`config.mk`:
```
export PLATFORM = sky130hd
export DESIGN_NAME = instr_fetch
export DESIGN_NICKNAME = d
export VERILOG_FILES = /design/src/rtl/fetch_pkg.sv /design/src/rtl/fetch_timer.sv /design/src/rtl/instr_fetch.sv
export SDC_FILE = /design/constraint.sdc
export NUM_CORES = 1
export LEC_CHECK = 0
export ABC_CLOCK_PERIOD_IN_PS = 3200
export BUFFER_PORTS_ARGS = -buffer_cell sky130_fd_sc_hd__buf_2
export CAP_MARGIN = 20
export CORE_UTILIZATION = 25
export CTS_BUF_LIST = sky130_fd_sc_hd__clkbuf_2 sky130_fd_sc_hd__clkbuf_4 sky130_fd_sc_hd__clkbuf_8
export DETAILED_ROUTE_END_ITERATION = 8
export SLEW_MARGIN = 20
export SYNTH_ARGS = -nofsm -noshare
export SYNTH_HDL_FRONTEND = slang
export SYNTH_SLANG_ARGS = --single-unit
export TNS_END_PERCENT = 10
```
`constraint.sdc`:
```
create_clock -name clk -period 3.2 [get_ports clk]
set_clock_uncertainty 0.2 [all_clocks]
set_input_delay 0 -clock clk [delete_from_list [all_inputs] [get_ports clk]]
set_output_delay 0 -clock clk [all_outputs]
set_load 0.02 [all_outputs]
```
`src/rtl/fetch_pkg.sv`:
```
// Shared types and constants for the instruction-fetch responder.
package fetch_pkg;

  localparam int INSTR_W = 32;

  // addi x0, x0, 0 : what the core sees on instr when no valid fetch exists
  localparam logic [INSTR_W-1:0] NOP_INSTR = 32'h0000_0013;

  typedef enum logic [2:0] {
    IDLE  = 3'd0,
    REQ   = 3'd1,
    WAIT  = 3'd2,
    DONE  = 3'd3,
    FAULT = 3'd4
  } fetch_state_t;

endpackage

```
`src/rtl/fetch_timer.sv`:
```
// Time-out counter for the WAIT phase of a fetch.
// The count includes the current enabled cycle, so with TIMEOUT=N the
// expired flag rises in the N-th enabled cycle after a clear.
module fetch_timer #(
  parameter int TIMEOUT = 255,
  parameter int CNT_W   = $clog2(TIMEOUT + 1)
) (
  input  logic clk,
  input  logic RST,
  input  logic clr,
  input  logic en,
  output logic expired
);

  localparam logic [CNT_W-1:0] LAST_IDX = CNT_W'(TIMEOUT - 1);
  localparam logic [CNT_W-1:0] MAX_CNT  = CNT_W'(TIMEOUT);

  logic [CNT_W-1:0] r_count;

  // Count enabled cycles, saturating at TIMEOUT so it never wraps.
  always_ff @(posedge clk) begin
    if (RST || clr) begin
      r_count <= '0;
    end else if (en && (r_count != MAX_CNT)) begin
      r_count <= r_count + 1'b1;
    end
  end

  // r_count holds the cycles already waited; this cycle makes it TIMEOUT.
  assign expired = en && (r_count == LAST_IDX);

endmodule

```
`src/rtl/instr_fetch.sv`:
```
// Instruction-fetch responder: one bus read per PC address, one-cycle
// iready pulse on completion, sticky fault on misalignment or time-out.
//
// Handshakes:
//   PC side  : PCaddr is sampled only in IDLE when stall=0; iready is a
//              single-cycle pulse and instr holds its value until the next.
//   Bus side : mem_req/mem_addr stay stable until mem_gnt=1 (transfer of the
//              request); mem_ack is honoured only in WAIT, any other ack is
//              dropped.
// State is visible internally as r_state (fetch_state_t) for checkers.
module instr_fetch
  import fetch_pkg::*;
#(
  parameter int TIMEOUT = 255,
  parameter int CNT_W   = $clog2(TIMEOUT + 1)
) (
  input  logic               clk,
  input  logic               RST,
  input  logic [INSTR_W-1:0] PCaddr,
  input  logic               stall,
  output logic               iready,
  output logic [INSTR_W-1:0] instr,
  output logic               fetch_err,
  output logic               mem_req,
  output logic [INSTR_W-1:0] mem_addr,
  input  logic               mem_gnt,
  input  logic               mem_ack,
  input  logic [INSTR_W-1:0] mem_rdata
);

  fetch_state_t       r_state;
  fetch_state_t       w_next_state;
  logic [INSTR_W-1:0] r_mem_addr;
  logic [INSTR_W-1:0] r_instr;
  logic               w_misaligned;
  logic               w_start;
  logic               w_timer_clr;
  logic               w_timer_en;
  logic               w_expired;
  logic               w_capture;
  logic               w_enter_fault;

  assign w_misaligned  = (PCaddr[1:0] != 2'b00);
  assign w_start       = (r_state == IDLE) && !stall && !w_misaligned;
  assign w_timer_clr   = (r_state == REQ) && mem_gnt;
  assign w_timer_en    = (r_state == WAIT);
  assign w_capture     = (r_state == WAIT) && mem_ack;
  assign w_enter_fault = (w_next_state == FAULT) && (r_state != FAULT);

  fetch_timer #(
    .TIMEOUT (TIMEOUT),
    .CNT_W   (CNT_W)
  ) u_timer (
    .clk     (clk),
    .RST     (RST),
    .clr     (w_timer_clr),
    .en      (w_timer_en),
    .expired (w_expired)
  );

  // Next-state decode; an ack in the expiry cycle still completes the fetch.
  always_comb begin
    w_next_state = r_state;
    case (r_state)
      IDLE: begin
        if (!stall) begin
          w_next_state = w_misaligned ? FAULT : REQ;
        end
      end
      REQ: begin
        if (mem_gnt) w_next_state = WAIT;
      end
      WAIT: begin
        if (mem_ack)        w_next_state = DONE;
        else if (w_expired) w_next_state = FAULT;
      end
      DONE:    w_next_state = IDLE;
      FAULT:   w_next_state = FAULT;
      default: w_next_state = IDLE;
    endcase
  end

  // State register; FAULT is left only through reset.
  always_ff @(posedge clk) begin
    if (RST) r_state <= IDLE;
    else     r_state <= w_next_state;
  end

  // Bus address latch, loaded only when a well-formed fetch starts.
  always_ff @(posedge clk) begin
    if (RST)          r_mem_addr <= '0;
    else if (w_start) r_mem_addr <= PCaddr;
  end

  // Instruction register: read data on ack, NOP when a fault begins.
  always_ff @(posedge clk) begin
    if (RST)                r_instr <= NOP_INSTR;
    else if (w_capture)     r_instr <= mem_rdata;
    else if (w_enter_fault) r_instr <= NOP_INSTR;
  end

  assign iready    = (r_state == DONE);
  assign mem_req   = (r_state == REQ);
  assign fetch_err = (r_state == FAULT);
  assign mem_addr  = r_mem_addr;
  assign instr     = r_instr;

endmodule

```
==> out/qor_table.md <==
| Parameter | Reported | Unit |
| --- | --- | --- |
| Die width | 105 | um |
| Number of cell rows | 37 | - |
| Core occupancy in the finished layout | 0.423 | - |
| Most numerous cell types in the synthesized netlist | sky130_fd_sc_hd__dfxtp_1 (75), sky130_fd_sc_hd__nand2_1 (63), sky130_fd_sc_hd__a21oi_1 (34), sky130_fd_sc_hd__a22o_1 (29), sky130_fd_sc_hd__clkbuf_1 (9) | - |
| Mapped Area | 2680 | um^2 |
| Total routed wirelength | 7.85 | mm |
| Total of warnings raised by yosys | 0 | - |
| Number of nets with antenna violations after detailed routing | 0 | - |
| Number of nets in the synthesized netlist | 352 | - |
| Ratio of routed vias to standard cells | 4.49 | - |
| Total number of clock tree sinks | 75 | - |
| Die ar. | 11100 | um^2 |
| Kind of end point of the critical path | register | - |
| Fraction of final layout cells with drive strength greater than 1 | 0.333 | - |
| Syn_area_per_cell | 9.53 | um^2 |
| Half-perimeter wire length after detailed placement | 4.96 | mm |
| Number of input and output port buffers inserted | 135 | - |
| Worst Setup Start Kind | register | - |
| Critical Path Fanout Max | 31 | - |
| Clock Pin Slew Worst Setup and Hold Paths | 80 | ps |
| Run status | finished, final reports clean | - |
| Clock buffers created by TritonCTS | 9 | - |
| Static leakage | 0.00200 | uW |
| Hold Vio Cnt, Final | 0 | - |
| Count of endpoints failing setup in the final report | 0 | - |
| Number of cells produced by synthesis | 281 | - |
| First-pass GRT wire length | 12.7 | mm |
| Part of the total power dissipated in the clock network | 0.403 | - |
| Insertion delay of the later-clocked pin in the worst-skew pair | 350 | ps |
| Core area | 10400 | um^2 |
| Crit path time final | 2770 | ps |
| Post-CTS repair timing setup buffer count | 0 | - |
| IR Drop Worst-Case VDD | 0.246 | mV |
| Post-route non-filler standard cell count | 622 | - |
| Cells taking the most area after synthesis | sky130_fd_sc_hd__dfxtp_1 (56%), sky130_fd_sc_hd__a22o_1 (9.5%), sky130_fd_sc_hd__nand2_1 (8.8%) | - |
| Cell count after placement | 537 | - |
| Final net count | 552 | - |
| Clk root buf | sky130_fd_sc_hd__clkbuf_8 | - |
| Clock Path Buffers | 2 | - |
| Global-route total usage across every layer | 0.144 | - |
| Number of DRC violations after detailed-routing iteration 0 | 144 | - |
| Pin slew with the least headroom to its limit | 785 | ps |
| Clock tree from TritonCTS | built | - |
| Weighted congestion at the end of routability-driven global placement | 0.755 | - |
| Worst Path Required | 3290 | ps |
| Count of unique library cells instantiated by Yosys | 37 | - |
| Average detailed-routed wire length per instance | 12.6 | um |
| Library cell with the highest instance count after synthesis | sky130_fd_sc_hd__dfxtp_1 | - |
| Sw frac | 0.235 | - |
| Max cap viols | 0 | - |
| Number of antenna violations at the first check in global routing | 0 | - |
| Power density over the cells | 446 | nW/um^2 |
| Synth top area share | 0.561 | - |
| Data arrival, critical path | 2860 | ps |
| Reported net switching power | 460 | uW |
| Logic gate share of total power | 0.108 | - |
| Maximum clock rate | 361 | MHz |
| Yosys top cell by area | sky130_fd_sc_hd__dfxtp_1 | - |
| Flip-flop and latch count after synthesis | 75 | - |
| H-tree level count | 3 | - |
| Sequential share of power | 0.489 | - |
| Diode count | 0 | - |
| Setup TNS after final layout | 0 | ps |
| Class of the most critical setup path | reg2reg | - |
| HP Class | in2reg | - |
| Number of global-route vias before repair | 2697 | - |
| Max-slew headroom at the worst pin | 0.477 | - |
| Async S/R FF share, synth | 0 | - |
| Count of unresolved DRC violations after routing | 0 | - |
| Unrepaired setup endpoints after global routing | false | - |
| Top flip-flop cell by instance count after synthesis | sky130_fd_sc_hd__dfxtp_1 | - |
| Die height | 105 | um |
| Starting utilization of the core area | 0.258 | - |
| Post-route clock period utilization | 0.865 | - |
| Boundary Pins | 136 | - |
| Post-synth EDFFs | 0 | - |
| Hold Worst Slack | 40.6 | ps |
| Cell internal power dissipation | 1500 | uW |
| Detailed Routing Iterations Pass 1 | 4 | - |
| Maximum number of pins on one net before global-route repair | 40 | - |
| Count of pins over their slew limit | 0 | - |
| Routed via count | 2794 | - |
| Total grt overflow | 0 | - |
| Share of the yosys chip area belonging to registers | 0.561 | - |
| Synthesis-to-layout area growth | 64.0 | % |
[metrics by stage]
step                cell area [um^2]  setup slack, ps  total power [uW]
global route                    4390              323              2060
global placement                3480              864              1120
detailed placement              3480              806              1130
finish                          4390              433              1960
floorplan                       2680             1190              1050
CTS                             4390              337              1990
[power by group through the flow]
stage               Clock [uW]  Sequential [uW]  Combinational, uW
floorplan                    0              996               55.9
global placement             0              980                143
detailed placement           0              981                145
CTS                        820              959                210
global route               865              961                229
finish                     790              959                211
[critical path, stage by stage, from the launching register on]
cell	delay, ps
sky130_fd_sc_hd__dfxtp_1	390
sky130_fd_sc_hd__or4_4	590
sky130_fd_sc_hd__or3_2	720
sky130_fd_sc_hd__a31oi_1	250
sky130_fd_sc_hd__dlygate4sd3_1	560
[metal layers]
metal / global-route usage / up-vias / wire length [um]
met3: 0.0383 / 19 / 357
met1: 0.166 / 1305 / 3300
met4: 0.0724 / 0 / 216
li1: - / 1389 / -
met2: 0.246 / 81 / 3970
met5: 0 / - / 0
[cell type report]
| type | instances | area, um^2 |
|---|---|---|
| fill | 1039 | 5980 |
| sequential | 75 | 1500 |
| timing repair buffer | 207 | 1390 |
| multi-input combinational | 182 | 1090 |
| tap | 136 | 170 |
| clock buffer | 9 | 124 |
| clock inverter | 7 | 92.6 |
| inverter | 6 | 22.5 |
[final timing paths]
kind	cells past startpoint	to	slack, ps	from
min	5	mem_addr[3]	40	PCaddr[1]
max	4	r_state[0]	430	r_state[0]
max reg2reg	4	r_state[0]	430	r_state[0]
min reg2reg	2	instr[4]	250	instr[4]
[timing repair]
item,CTS,global route
hold endpoints to repair,71,0
hold buffers,69,0
gates resized for setup,0,0
endpoints found under the setup margin,0,0
[placed cells by master (no fill, tap or decap), types with 2 or more instances in the layout]
cell                            count
sky130_fd_sc_hd__a211oi_1           4
sky130_fd_sc_hd__a21oi_1           34
sky130_fd_sc_hd__a22o_1            29
sky130_fd_sc_hd__a2bb2oi_1          3
sky130_fd_sc_hd__a41o_1             2
sky130_fd_sc_hd__buf_2            135
sky130_fd_sc_hd__buf_4              3
sky130_fd_sc_hd__bufinv_16          2
sky130_fd_sc_hd__clkbuf_8           9
sky130_fd_sc_hd__clkinv_2           3
sky130_fd_sc_hd__clkinv_4           2
sky130_fd_sc_hd__dfxtp_1           75
sky130_fd_sc_hd__dlygate4sd3_1     69
sky130_fd_sc_hd__ha_1               2
sky130_fd_sc_hd__inv_1              6
sky130_fd_sc_hd__nand2_1           63
sky130_fd_sc_hd__nand3_1            2
sky130_fd_sc_hd__nand4_1            2
sky130_fd_sc_hd__nor2_1             7
sky130_fd_sc_hd__nor3b_1            5
sky130_fd_sc_hd__o21ai_0            4
sky130_fd_sc_hd__o21bai_1           2
sky130_fd_sc_hd__or3_1              2
[sequential cells by signal, indices dropped and copies added, names as in the netlist]
name and cells:
r_state 3, mem_addr 32, u_timer.r_count 8, instr 32
[cells by family (layout without fill, tap and decap cells)]
family | after synthesis | in the layout | share of synthesized area
buffers and inverters | 24 | 229 | 0.0402
DFF | 75 | 75 | 0.561
AOI/OAI and AO/OA | 83 | 83 | 0.215
xor gates and xnor gates | 2 | 2 | 0.00654
adders and majority gates | 2 | 2 | 0.00934
and+or+nand+nor | 95 | 95 | 0.168
Power figures use the tool's default switching activity.
